--- src/rtl/gat_pkg.sv ---
// Shared widths, record layouts and FSM encoding for the sparse-H row scheduler.
// Widths are sized for the full dataset; smaller builds use the low bits.
package gat_pkg;

  localparam int G_DATA_W      = 8;
  localparam int G_COL_IDX_W   = $clog2(1433);
  localparam int G_NUM_NODE_W  = $clog2(168);
  localparam int G_ROW_IDX_W   = $clog2(13264);
  localparam int G_H_DATA_W    = G_DATA_W + G_COL_IDX_W;
  localparam int G_NODE_INFO_W = G_COL_IDX_W + G_NUM_NODE_W + 1;

  typedef struct packed {
    logic [G_COL_IDX_W-1:0]  row_len;
    logic [G_NUM_NODE_W-1:0] num_node;
    logic                    flag;
  } node_info_t;

  typedef struct packed {
    logic [G_H_DATA_W-1:0]   data;
    logic [G_ROW_IDX_W-1:0]  row_idx;
    logic [G_NUM_NODE_W-1:0] num_node;
    logic                    flag;
    logic                    row_last;
    logic                    row_empty;
  } h_beat_t;

  typedef enum logic [2:0] {
    S_IDLE,
    S_INFO_RD,
    S_INFO_LAT,
    S_DATA,
    S_DRAIN,
    S_DONE
  } state_t;

endpackage

--- src/rtl/h_row_fifo.sv ---
// Small synchronous FIFO of tagged H beats; head is read straight from the storage flops.
// Caller guarantees no push when full and no pop when empty.
module h_row_fifo
  import gat_pkg::*;
#(
  parameter int FIFO_DEPTH = 4,
  localparam int AW = $clog2(FIFO_DEPTH)
) (
  input  logic          clk,
  input  logic          rst_n,
  input  logic          push_i,
  input  h_beat_t       push_dat_i,
  input  logic          pop_i,
  output h_beat_t       head_o,
  output logic          vld_o,
  output logic [AW:0]   count_o
);

  h_beat_t       mem_q [FIFO_DEPTH];
  logic [AW-1:0] rd_ptr_q;
  logic [AW-1:0] wr_ptr_q;
  logic [AW:0]   cnt_q;

  always_ff @(posedge clk) begin
    if (!rst_n) begin
      for (int i = 0; i < FIFO_DEPTH; i++) mem_q[i] <= '0;
      rd_ptr_q <= '0;
      wr_ptr_q <= '0;
      cnt_q    <= '0;
    end else begin
      if (push_i) begin
        mem_q[wr_ptr_q] <= push_dat_i;
        wr_ptr_q        <= wr_ptr_q + 1'b1;
      end
      if (pop_i) rd_ptr_q <= rd_ptr_q + 1'b1;
      cnt_q <= cnt_q + {{AW{1'b0}}, push_i} - {{AW{1'b0}}, pop_i};
    end
  end

  assign head_o  = mem_q[rd_ptr_q];
  assign vld_o   = (cnt_q != '0);
  assign count_o = cnt_q;

endmodule

--- src/rtl/h_row_scheduler.sv ---
// Walks node_info row by row, fetches each row's sparse H entries and streams them out
// tagged with row metadata; reads are credit-checked so the output FIFO never overflows.
module h_row_scheduler
  import gat_pkg::*;
#(
  parameter int DATA_WIDTH        = 8,
  parameter int NUM_FEATURE_IN    = 1433,
  parameter int TOTAL_NODES       = 13264,
  parameter int H_NUM_SPARSE_DATA = 242101,
  parameter int MAX_NODES         = 168,
  parameter int FIFO_DEPTH        = 4,
  localparam int COL_IDX_WIDTH    = $clog2(NUM_FEATURE_IN),
  localparam int NODE_INFO_ADDR_W = $clog2(TOTAL_NODES),
  localparam int H_DATA_ADDR_W    = $clog2(H_NUM_SPARSE_DATA),
  localparam int NUM_NODE_WIDTH   = $clog2(MAX_NODES),
  localparam int H_DATA_WIDTH     = DATA_WIDTH + COL_IDX_WIDTH,
  localparam int NODE_INFO_WIDTH  = COL_IDX_WIDTH + NUM_NODE_WIDTH + 1
) (
  input  logic                        clk,
  input  logic                        rst_n,
  input  logic                        h_vld_i,
  output logic                        h_rdy_o,
  output logic [NODE_INFO_ADDR_W-1:0] node_info_bram_addrb,
  input  logic [NODE_INFO_WIDTH-1:0]  node_info_bram_dout,
  output logic [H_DATA_ADDR_W-1:0]    h_data_bram_addrb,
  input  logic [H_DATA_WIDTH-1:0]     h_data_bram_dout,
  output logic                        out_vld_o,
  input  logic                        out_rdy_i,
  output logic [H_DATA_WIDTH-1:0]     out_data_o,
  output logic [NODE_INFO_ADDR_W-1:0] out_row_idx_o,
  output logic [NUM_NODE_WIDTH-1:0]   out_num_node_o,
  output logic                        out_flag_o,
  output logic                        out_row_last_o,
  output logic                        out_row_empty_o,
  output logic                        done_o
);

  localparam int CNT_W = $clog2(FIFO_DEPTH) + 1;
  localparam logic [CNT_W:0] DEPTH_C = (CNT_W + 1)'(FIFO_DEPTH);

  state_t                      state_q;
  logic [NODE_INFO_ADDR_W-1:0] row_q;
  logic [H_DATA_ADDR_W-1:0]    data_ptr_q;
  logic [H_DATA_ADDR_W-1:0]    h_addr_q;
  logic [G_COL_IDX_W-1:0]      remaining_q;
  logic [G_NUM_NODE_W-1:0]     num_node_q;
  logic                        flag_q;
  logic                        row_empty_q;
  logic                        inflight_q;
  logic                        h_rdy_q;
  logic                        done_q;
  h_beat_t                     pend_q;

  node_info_t                  info;
  h_beat_t                     push_beat;
  h_beat_t                     head;
  logic [CNT_W-1:0]            fifo_cnt;
  logic [CNT_W:0]              credit_used;
  logic                        fifo_vld;
  logic                        pop;
  logic                        issue;
  logic                        rd_en;
  logic                        row_done;
  logic                        last_row;

  assign info = node_info_t'(node_info_bram_dout);

  // A beat issued last cycle still owns a FIFO slot until it lands.
  always_comb begin
    credit_used = {1'b0, fifo_cnt} + {{CNT_W{1'b0}}, inflight_q};
    issue       = (state_q == S_DATA) && (credit_used < DEPTH_C);
    rd_en       = issue && !row_empty_q;
    row_done    = issue && (row_empty_q || (remaining_q == G_COL_IDX_W'(1)));
    last_row    = (row_q == NODE_INFO_ADDR_W'(TOTAL_NODES - 1));
    push_beat   = pend_q;
    if (!pend_q.row_empty) push_beat.data = h_data_bram_dout;
  end

  always_ff @(posedge clk) begin
    if (!rst_n) begin
      state_q     <= S_IDLE;
      row_q       <= '0;
      data_ptr_q  <= '0;
      h_addr_q    <= '0;
      remaining_q <= '0;
      num_node_q  <= '0;
      flag_q      <= 1'b0;
      row_empty_q <= 1'b0;
      inflight_q  <= 1'b0;
      h_rdy_q     <= 1'b1;
      done_q      <= 1'b0;
      pend_q      <= '0;
    end else begin
      done_q     <= 1'b0;
      inflight_q <= issue;
      if (issue) begin
        pend_q.data      <= '0;
        pend_q.row_idx   <= G_ROW_IDX_W'(row_q);
        pend_q.num_node  <= num_node_q;
        pend_q.flag      <= flag_q;
        pend_q.row_last  <= row_done;
        pend_q.row_empty <= row_empty_q;
      end
      if (rd_en) begin
        h_addr_q    <= data_ptr_q;
        data_ptr_q  <= data_ptr_q + 1'b1;
        remaining_q <= remaining_q - 1'b1;
      end
      case (state_q)
        S_IDLE: begin
          if (h_vld_i) begin
            state_q    <= S_INFO_RD;
            row_q      <= '0;
            data_ptr_q <= '0;
            h_rdy_q    <= 1'b0;
          end
        end
        S_INFO_RD:  state_q <= S_INFO_LAT;
        S_INFO_LAT: begin
          remaining_q <= info.row_len;
          num_node_q  <= info.num_node;
          flag_q      <= info.flag;
          row_empty_q <= (info.row_len == '0);
          state_q     <= S_DATA;
        end
        S_DATA: begin
          if (row_done) begin
            if (last_row) begin
              state_q <= S_DRAIN;
            end else begin
              row_q   <= row_q + 1'b1;
              state_q <= S_INFO_RD;
            end
          end
        end
        S_DRAIN: begin
          if ((fifo_cnt == '0) && !inflight_q) begin
            state_q <= S_DONE;
            done_q  <= 1'b1;
          end
        end
        S_DONE: begin
          state_q <= S_IDLE;
          h_rdy_q <= 1'b1;
        end
        default: state_q <= S_IDLE;
      endcase
    end
  end

  h_row_fifo #(
    .FIFO_DEPTH (FIFO_DEPTH)
  ) u_fifo (
    .clk        (clk),
    .rst_n      (rst_n),
    .push_i     (inflight_q),
    .push_dat_i (push_beat),
    .pop_i      (pop),
    .head_o     (head),
    .vld_o      (fifo_vld),
    .count_o    (fifo_cnt)
  );

  assign pop                  = fifo_vld & out_rdy_i;
  assign h_rdy_o              = h_rdy_q;
  assign done_o               = done_q;
  assign node_info_bram_addrb = row_q;
  // Hold the last issued address when idle so the port never shows the post-increment pointer.
  assign h_data_bram_addrb    = rd_en ? data_ptr_q : h_addr_q;
  assign out_vld_o            = fifo_vld;
  assign out_data_o           = head.data;
  assign out_row_idx_o        = NODE_INFO_ADDR_W'(head.row_idx);
  assign out_num_node_o       = head.num_node;
  assign out_flag_o           = head.flag;
  assign out_row_last_o       = head.row_last;
  assign out_row_empty_o      = head.row_empty;

endmodule

--- config.mk ---
export PLATFORM = sky130hd
export DESIGN_NAME = h_row_scheduler
export DESIGN_NICKNAME = d
export VERILOG_FILES = /design/src/rtl/gat_pkg.sv /design/src/rtl/h_row_fifo.sv /design/src/rtl/h_row_scheduler.sv
export SDC_FILE = /design/constraint.sdc
export NUM_CORES = 1
export LEC_CHECK = 0
export ABC_CLOCK_PERIOD_IN_PS = 9800
export BUFFER_PORTS_ARGS = -buffer_cell sky130_fd_sc_hd__buf_2
export CORE_MARGIN = 3
export CORE_UTILIZATION = 40
export CTS_CLUSTER_DIAMETER = 30
export DETAILED_ROUTE_END_ITERATION = 8
export GPL_TIMING_DRIVEN = 0
export HOLD_SLACK_MARGIN = 0.05
export PLACE_DENSITY = 0.56
export SLEW_MARGIN = 10
export SYNTH_ARGS = -nofsm -noshare
export SYNTH_HDL_FRONTEND = slang
export SYNTH_SLANG_ARGS = --single-unit
--- constraint.sdc ---
create_clock -name clk -period 9.8 [get_ports clk]
set_input_delay 1.96 -clock clk [delete_from_list [all_inputs] [get_ports clk]]
set_output_delay 1.96 -clock clk [all_outputs]
set_load 0.005 [all_outputs]
==> metrics.cfg, run 1 <==
[finish]
mostFrequentLayoutCell = edfxtp_1
drive_gt1_share_pct = 22.9
postLayoutCoreUtil_pct = 52.4
layout.cells.non_filler = 1680
areaGrowthSynthToFinish_pct = 28.1
layout.nets = 1290
post-route-cell-area_mm2 = 0.0157
layout_common_cells = edfxtp_1 (176), nand2_1 (164), buf_2 (129)
antenna_cells = 0
fillCellCount = 2666

[route]
drt-total-wl_mm = 31.7
ant_nets = 0
vias_per_cell = 5.22
vias = 8775
drt_iter0_markers = 507
first_pass_iters = 5
wire_per_inst_um = 18.9
route.detailed.drc = 0

[timing]
setup_viol = 0
slew_violations = 0
worst_slack_ps = 5000
clock.fmax_mhz = 208
fin_skew_ps = 20.9
worst_pin_slew_ps = 1010
rsz0062_at_grt = false
fin_setup_tns_ps = 0
hold_violations = 0
slew_headroom_pct = 32.8
timing.final.crit_period_ps = 4800
period_share_pct = 49.0
hold_ws_ps = 449

[cts]
cts_inserted_buffers = 68
h-tree-depth = 3
cts.reportedPaths.clkPinSlew_ps = 50
cts_sinks = 287
clockRootBuffer = clkbuf_16
cts_setup_buffers = 0
cts_hold_buf = 0
cts_resized = 0
cts_tree = yes
cts.path.max_buffers = 3
worstSkewPairLatency_ps = 550

[critical_path]
worstReg2RegStart = inflight_q
end_kind = output port
rrSetupSlack_ps = 6920
cp_max_fo = 10
cpMaxStageDelayCell = clkbuf_1
crit_type = flip-flop to output port
ff2ff_path_depth = 6
crit_required_ps = 7840
arrival_ps = 2840
r2r-end = u_fifo.mem_q[2][3]
start_kind = flip-flop
cp_cell_sequence = ha_1 > and3_1 > a2111o_1 > clkbuf_1 > clkbuf_1 > nand2_1 > nand2_1 > buf_2
slowest_delay_ps = 470

[power]
power_mw = 3.98
power_leakage_nw = 6.20
pwr_density_cell_mw_per_mm2 = 254
ir_drop_mv = 0.111

[die]
initial_core_util_pct = 40.9
row_count = 63
top_level_ports = 122
dieArea_mm2 = 0.0327
core-area_mm2 = 0.0299
die_h_um = 181
fp.dieW_um = 181

[hold_path]
hold_start = num_node_q[2]
min_path_type = flip-flop to flip-flop
holdPathEnd = pend_q[5]
holdPathStages = 2

[place]
place_inst = 1559
place_ws_ps = 5070
port_buffers = 120
post-dp-hpwl_mm = 20.6
place_area_mm2 = 0.0134
gp_congestion = 0.789

[synth]
synth-xor-area-share_pct = 0.788
syn-num-nets = 1097
muxShareOfSynthArea_pct = 8.27
synth_top_family_by_area = simple AND/OR/NAND/NOR gates
synth_area_per_cell_um2 = 11.7
async_flop_share_pct = 0
synth_cell_type_count = 57
synth-simple-area-share_pct = 18.6
synthFlopType = edfxtp_1
ys_ff_latch = 287
syn_inst = 1046
synth_top_area_cell = edfxtp_1
synth-compound-area-share_pct = 6.90
ys_seq_area_share_pct = 61.4
ys_top_cells_by_area = edfxtp_1 (43%), dfxtp_1 (18%), mux4_2 (8.1%)
syn_area_mm2 = 0.0122
yosys_warnings = 0
synth_edf_count = 176
synth_fa_ha_area_share_pct = 0.880
synth_top_cell_area_share_pct = 43.2

[run_status]
outcome = completed

[global_route]
grt_first_pass_wirelength_mm = 49.9
grt_pass1_vias = 8907
antenna_found_initial = 0
grt_max_degree = 45
grt_overflow_total = 0
grtUsageTotal_pct = 19.4

[job]
cap_violations = 0

registers in the layout, indices dropped and copies added (netlist names), 2 cells and up, named ones only:
signal / flops
node_info_bram_addrb: 14
data_ptr_q: 18
num_node_q: 8
state_q: 3
u_fifo.rd_ptr_q: 2
u_fifo.wr_ptr_q: 2
u_fifo.count_o: 3
pend_q: 25
remaining_q: 11
h_addr_q: 18
u_fifo.mem_q: 176
synth_stat cells, types with 2 or more instances:
master,instances
and4_1,3
xnor2_1,5
a21oi_1,61
buf_1,3
dfxtp_1,111
a31o_2,2
o211ai_1,3
or3_1,14
and2_1,73
nand2_1,167
nor2_1,87
o31ai_1,4
mux4_2,44
o21ai_1,3
nor3_1,9
a2bb2oi_1,2
mux2i_1,2
nand3_1,18
o21ai_0,29
nand4_1,14
a221oi_1,3
xor2_1,6
and3_1,54
a31oi_1,9
nor4_1,6
o311ai_0,2
ha_1,7
a211o_1,2
edfxtp_1,176
nand2b_1,3
clkbuf_1,49
or4_1,4
buf_2,9
inv_1,33
a22oi_1,2
a32oi_1,3
o21a_1,4
cells by family (layout without fill, tap and decap cells):
group                    Yosys count  count (layout)
AO/OA/AOI/OAI                    137             137
XOR/XNOR                          11              11
adder cells (fa/ha/maj)            8               8
buffers and inverters             96             340
flip-flops                       287             287
multiplexers                      46              46
AND/OR/NAND/NOR                  461             461
worst max path at each step:
stage | start | endpoint | slack [ps] | cells after the start
final | u_fifo.count_o[1] | h_data_bram_addrb[3] | 5000 | 8
after global routing | u_fifo.count_o[1] | h_data_bram_addrb[3] | 4770 | 8
after CTS | u_fifo.count_o[1] | h_data_bram_addrb[3] | 4970 | 8
after detailed placement | rst_n | u_fifo.mem_q[2][7] | 5070 | 7
after global placement | inflight_q | u_fifo.mem_q[1][26] | 2380 | 3
after floorplan | rst_n | u_fifo.mem_q[1][0] | 5180 | 3
area by class of cell:
class / count / area, um^2 / share of cell area [%]
Clock inverter: 41 / 465 / 2.97
Buffer: 62 / 251 / 1.61
Timing Repair Buffer: 123 / 663 / 4.24
Multi-Input combinational cell: 663 / 4360 / 27.9
Inverter: 34 / 128 / 0.815
Sequential cell: 287 / 7510 / 48.0
Clock buffer: 80 / 1790 / 11.4
Tap cell: 390 / 488 / 3.12
metal layers:
metal	track usage, %	share of wire (%)
met2	31.8	47
met1	25.8	44
met3	3.89	5.7
met4	6.85	2.4
met5	0	0
power breakdown:
part / leakage (nW) / internal [mW] / switching [mW] / total [mW]
clock: 1.11 / 1.53 / 0.668 / 2.20
combinational: 2.38 / 0.204 / 0.226 / 0.430
sequential: 2.71 / 1.33 / 0.0246 / 1.35
worst max-delay path: cells and delay by family (launching register included):
family                   cells  cell delay [ps]
buffers and inverters        3              960
adder cells (fa/ha/maj)      1              180
flip-flops                   1              440
AND/OR/NAND/NOR              3              550
AO/OA/AOI/OAI                1              160
Power figures use the tool's default switching activity.
==> inputs of run 2 (changes only) <==
ABC_AREA = 1   (was unset)
ABC_CLOCK_PERIOD_IN_PS = 4500   (was 9800)
clock period = 4.5 ns   (was 9.8 ns; I/O delays follow)
==> run 2 against run 1 <==
Effect of this change:
- area after synthesis increased by 2.2%
- power increased to 2.5 times the previous value
- synthesized cell count increased by 34%
- design area increased by 4.1%
- combinational power increased to 4.0 times the previous value
- clock-buffer cell count increased by 7
- clock power increased by 140%
- critical path depth decreased by 1
- register-to-register slack got worse by 5200 ps
- critical path type unchanged
- die area increased by 2.2%
==> metrics.cfg, run 2 <==
[run_status]
outcome = completed

[timing]
worst_pin_slew_ps = 1030
timing.final.crit_period_ps = 3710
setup_viol = 0
fin_setup_tns_ps = 0
rsz0062_at_grt = false
worst_slack_ps = 792
clock.fmax_mhz = 270
fin_skew_ps = 22.1
slew_violations = 0
period_share_pct = 82.4
slew_headroom_pct = 31.6
hold_violations = 0

[finish]
mostFrequentLayoutCell = nor2_1
drive_gt1_share_pct = 17.3
largest_registers = u_fifo.mem_q (176), pend_q (25)
layout_common_cells = nor2_1 (323), edfxtp_1 (176), nand2_1 (164)
largest_register = u_fifo.mem_q
areaGrowthSynthToFinish_pct = 30.4
largest_register_ffs = 176
antenna_cells = 0
layout.nets = 1652
layout.cells.non_filler = 2056
fillCellCount = 2886

[power]
seq_power_share_pct = 30.8
p_comb_share_pct = 17.2
pwr_density_cell_mw_per_mm2 = 618
ir_drop_mv = 0.292
clockPowerShare_pct = 52.0
power_mw = 10.1
netSwitchingFraction_pct = 28.1
power_leakage_nw = 6.62
internal_power_mw = 7.23
p_switching_mw = 2.83

[job]
cap_violations = 0

[critical_path]
start_kind = flip-flop
cp_max_fo = 10
crit_required_ps = 3600
rrSetupSlack_ps = 1730
crit_type = flip-flop to output port
arrival_ps = 2810
end_kind = output port

[route]
vias_per_cell = 5.00
route.detailed.drc = 0
first_pass_iters = 5
drt_iter0_markers = 650
vias = 10289
drt-total-wl_mm = 33.9
wire_per_inst_um = 16.5
ant_nets = 0

[cts]
cts_resized = 0
cts.reportedPaths.clkPinSlew_ps = 40
cts_sinks = 287
cts_tree = yes
clockRootBuffer = clkbuf_16
h-tree-depth = 3
cts_inserted_buffers = 72
cts_hold_buf = 0
cts_setup_buffers = 0
worstSkewPairLatency_ps = 550
cts.path.max_buffers = 3

[place]
port_buffers = 121
post-dp-hpwl_mm = 22.4
place_inst = 1923
gp_congestion = 0.842
place_ws_ps = 918

[synth]
yosys_warnings = 0
synth_top_cell_area_share_pct = 42.3
synth_top_area_cell = edfxtp_1
ys_seq_area_share_pct = 60.1
async_flop_share_pct = 0
syn-num-nets = 1451
syn_area_mm2 = 0.0125
synth_edf_count = 176
ys_ff_latch = 287
synth_commonest_cells = nor2_1 (323), edfxtp_1 (176), nand2_1 (166)
ys_top_cells_by_area = edfxtp_1 (42%), dfxtp_1 (18%), nor2_1 (9.7%)
synth.most_common_cell = nor2_1
synth_area_per_cell_um2 = 8.92
synthFlopType = edfxtp_1
synth_cell_type_count = 39
syn_inst = 1400

[global_route]
grt_first_pass_wirelength_mm = 54.0
grtUsageTotal_pct = 20.2
grt_overflow_total = 0
grt_max_degree = 45
antenna_found_initial = 1
grt_pass1_vias = 10068

[die]
core-area_mm2 = 0.0307
row_count = 64
die_h_um = 183
top_level_ports = 122
fp.dieW_um = 183
dieArea_mm2 = 0.0334
initial_core_util_pct = 40.7

[hold_path]
min_path_type = flip-flop to flip-flop

run 2: changes by cell type after synthesis, sizes merged, moves of 19 or more:
cell,before,now
and2,73,0
and3,54,0
inv,34,139
mux4,44,0
nor2,87,326
nor3,9,36
o21ai,32,156
o22ai,0,44
or2,0,19
run 2: worst max-delay path: stages (launching register included):
cell and delay (ps):
dfxtp_1 290, clkbuf_1 230, clkinv_1 220, clkbuf_1 370, clkbuf_1 540, nor2_1 80, o22ai_1 350, buf_2 190
run 2: cells by family (layout without fill, tap and decap cells):
kind of cell    after synthesis  in the layout  share of synthesized area [%]
simple gates                604            604                           19.9
flops                       287            287                           60.1
compound gates              272            272                           11.6
buf+inv                     220            480                           6.89
xor+xnor                      9              9                          0.631
fa+ha+maj                     8              8                          0.861
run 2: stage by stage:
step	utilization [%]	hold slack (ps)	instance area (um^2)
after global routing	53.1	485	16300
after global placement	44.3	447	13600
after floorplan	-	436	12500
final	53.1	460	16300
after CTS	53.1	463	16300
after detailed placement	44.9	451	13800
run 2: layer usage:
metal / GRT usage, % / share of wire (%) / up-vias
li1: - / - / 5127
met1: 27.0 / 45 / 4813
met2: 33.3 / 47 / 289
met3: 4.26 / 6.0 / 58
met4: 6.31 / 1.8 / 2
met5: 0 / 0.035 / -
run 2: final timing paths:
check | start | end | depth (start not counted)
worst min register to register | data_ptr_q[17] | data_ptr_q[17] | 2
worst min-delay path | data_ptr_q[17] | data_ptr_q[17] | 2
worst max register to register | inflight_q | u_fifo.mem_q[0][20] | 6
worst max-delay path | flip-flop | out_row_idx_o[12] | 7
run 2: area by class of cell:
| cell class | instances | area, um^2 | share of cell area (%) |
|---|---|---|---|
| sequential | 287 | 7510 | 46.1 |
| multi-input combinational | 893 | 4160 | 25.5 |
| clock buffer | 87 | 1970 | 12.1 |
| timing repair buffer | 127 | 751 | 4.61 |
| clock inverter | 46 | 546 | 3.35 |
| inverter | 141 | 529 | 3.25 |
| tap | 396 | 495 | 3.04 |
| buffer | 79 | 332 | 2.04 |
run 2: power by group through the flow:
stage / clock network [mW] / logic [mW] / registers [mW]
6_report: 5.23 / 1.73 / 3.10
5_1_grt: 5.47 / 1.97 / 3.13
4_1_cts: 5.30 / 1.75 / 3.10
3_5_place_dp: 0 / 1.74 / 3.15
3_3_place_gp: 0 / 1.71 / 3.15
2_1_floorplan: 0 / 1.06 / 3.12
==> inputs of run 3 (changes only) <==
ABC_CLOCK_PERIOD_IN_PS = 2980   (was 4500)
PLACE_DENSITY = 0.58   (was 0.56)
clock period = 2.98 ns   (was 4.5 ns; I/O delays follow)
==> run 3 against run 2 <==
Effect of this change:
- sequential share of layout area grew 0.73 points
- sequential power is 52% higher
- clock power is 34% higher
- setup slack worse by 650 ps
- combinational power rose by 53%
- non-clock buffer count unchanged
- clock-buffer cell count is 4 lower
- clock skew rose by 6.6 ps
- register-to-register slack got worse by 1500 ps
- sequential cell count did not move
- largest power group unchanged
- highest routed layer is now met4
==> metrics.cfg, run 3 (same netlist as run 2, synthesis figures left out) <==
[route]
vias = 10300
drt_iter0_markers = 627
ant_nets = 0
wire_per_inst_um = 16.5
vias_per_cell = 5.06
wl_met3_mm = 2.00
route.detailed.drc = 0
top_layer = met4
drt-total-wl_mm = 33.6
met1_length_mm = 15.1
first_pass_iters = 7
wl_met2_mm = 15.6

[finish]
largest_registers = u_fifo.mem_q (176), pend_q (25)
areaGrowthSynthToFinish_pct = 28.5
fillCellCount = 2850
largest_register_ffs = 176
largest_register = u_fifo.mem_q
mostFrequentLayoutCell = nor2_1
drive_gt1_share_pct = 18.2
antenna_cells = 0
postLayoutCoreUtil_pct = 52.3
post-route-cell-area_mm2 = 0.0161
layout_common_cells = nor2_1 (322), edfxtp_1 (176), nand2_1 (162)
layout.nets = 1641

[power]
power_mw = 14.4
ir_drop_mv = 0.492
power_leakage_nw = 6.52
pwr_density_cell_mw_per_mm2 = 895

[timing]
setup_viol = 0
clock.fmax_mhz = 352
slew_violations = 0
worst_slack_ps = 137
fin_skew_ps = 28.7
timing.final.crit_period_ps = 2840
worst_pin_slew_ps = 1100
slew_headroom_pct = 26.5
fin_setup_tns_ps = 0
period_share_pct = 95.4
hold_violations = 0

[die]
initial_core_util_pct = 40.7
top_level_ports = 122
row_count = 64
die_h_um = 183
fp.dieW_um = 183
core-area_mm2 = 0.0307
dieArea_mm2 = 0.0334

[critical_path]
cp_top_family = buffers and inverters
cp_max_fo = 10
start_kind = flip-flop
crit_type = flip-flop to output port
worstReg2RegStart = inflight_q
end_kind = output port
slowest_delay_ps = 380
crit_required_ps = 2380
critical_path_buf_inv_count = 4
cp_common_cell = clkbuf_2
cpMaxStageDelayCell = dfxtp_2
cp_cell_sequence = clkinv_2 > clkbuf_2 > clkbuf_2 > nor2_1 > o22ai_1 > buf_2
arrival_ps = 2250

[global_route]
grtUsageTotal_pct = 19.7
grt_first_pass_wirelength_mm = 53.0
grt_max_degree = 29
grt_pass1_vias = 10046
antenna_found_initial = 0
grt_overflow_total = 0

[hold_path]
min_path_type = input port to flip-flop
hold_start = node_info_bram_dout[5]

[cts]
h-tree-depth = 2
worstSkewPairLatency_ps = 580
cts_sinks = 287
cts_inserted_buffers = 61
clockRootBuffer = clkbuf_16
cts_tree = yes
cts.reportedPaths.clkPinSlew_ps = 50
cts.path.max_buffers = 3

[run_status]
outcome = completed

[place]
post-dp-hpwl_mm = 22.9
place_ws_ps = -384
port_buffers = 121
place_area_mm2 = 0.0138
gp_congestion = 0.860

[job]
cap_violations = 0

## run 3: cell count changes in the layout (fill, tap and decap cells not counted), moves of 3 or more
| cell | before | now |
|---|---|---|
| o21ai_1 | 0 | 6 |
| clkbuf_8 | 5 | 10 |
| clkinv_4 | 3 | 0 |
| clkinv_1 | 9 | 1 |
| o21ai_0 | 155 | 141 |
| clkinv_8 | 5 | 1 |
| o21ai_2 | 0 | 8 |
| clkbuf_1 | 72 | 63 |
| clkbuf_16 | 75 | 63 |
| clkbuf_2 | 0 | 8 |
## run 3: layer usage
metal,GRT usage [%],up-vias
met4,6.98,0
li1,-,5085
met1,26.7,4819
met2,32.2,324
met5,0,-
met3,3.33,72
## run 3: what timing repair did
item	4_1_cts	5_1_grt
hold buffers	0	0
cloned	0	0
setup buffers	0	1
resized for setup	29	22
endpoints found under the setup margin	60	38
pin swaps	0	2
## run 3: where the power goes
part	total, mW	switching, mW	internal (mW)
combinational	2.64	1.70	0.942
sequential	4.70	0.192	4.51
clock	7.01	2.15	4.87
total	14.4	4.04	10.3
## run 3: worst paths after layout
path	end	depth (start not counted)	slack (ps)
hold / removal	num_node_q[4]	3	270
hold reg to reg	flip-flop	1	450
setup / recovery	out_row_idx_o[13]	6	140
setup reg to reg	u_fifo.mem_q[0][19]	7	270
## run 3: worst reg2reg max path: cells and delay by family (launching register included)
kind / cells / cell delay (ps)
and+or+nand+nor: 4 / 1120
buffers and inverters: 3 / 1000
DFF: 1 / 320
## run 3: stage by stage
stage | cells | hold WS [ps]
2_1_floorplan | 1400 | 436
3_3_place_gp | 1917 | 447
3_5_place_dp | 1924 | 456
4_1_cts | 2036 | 252
5_1_grt | 2037 | 284
6_report | 2037 | 269
## run 3: area by class of cell
class                           count  area, um^2  area share, %
Buffer                             77         343           2.14
Clock buffer                       83        1750           10.9
Clock inverter                     31         433           2.70
Inverter                          141         531           3.31
Multi-Input combinational cell    893        4200           26.2
Sequential cell                   287        7510           46.8
Tap cell                          396         495           3.09
Timing Repair Buffer              129         786           4.90
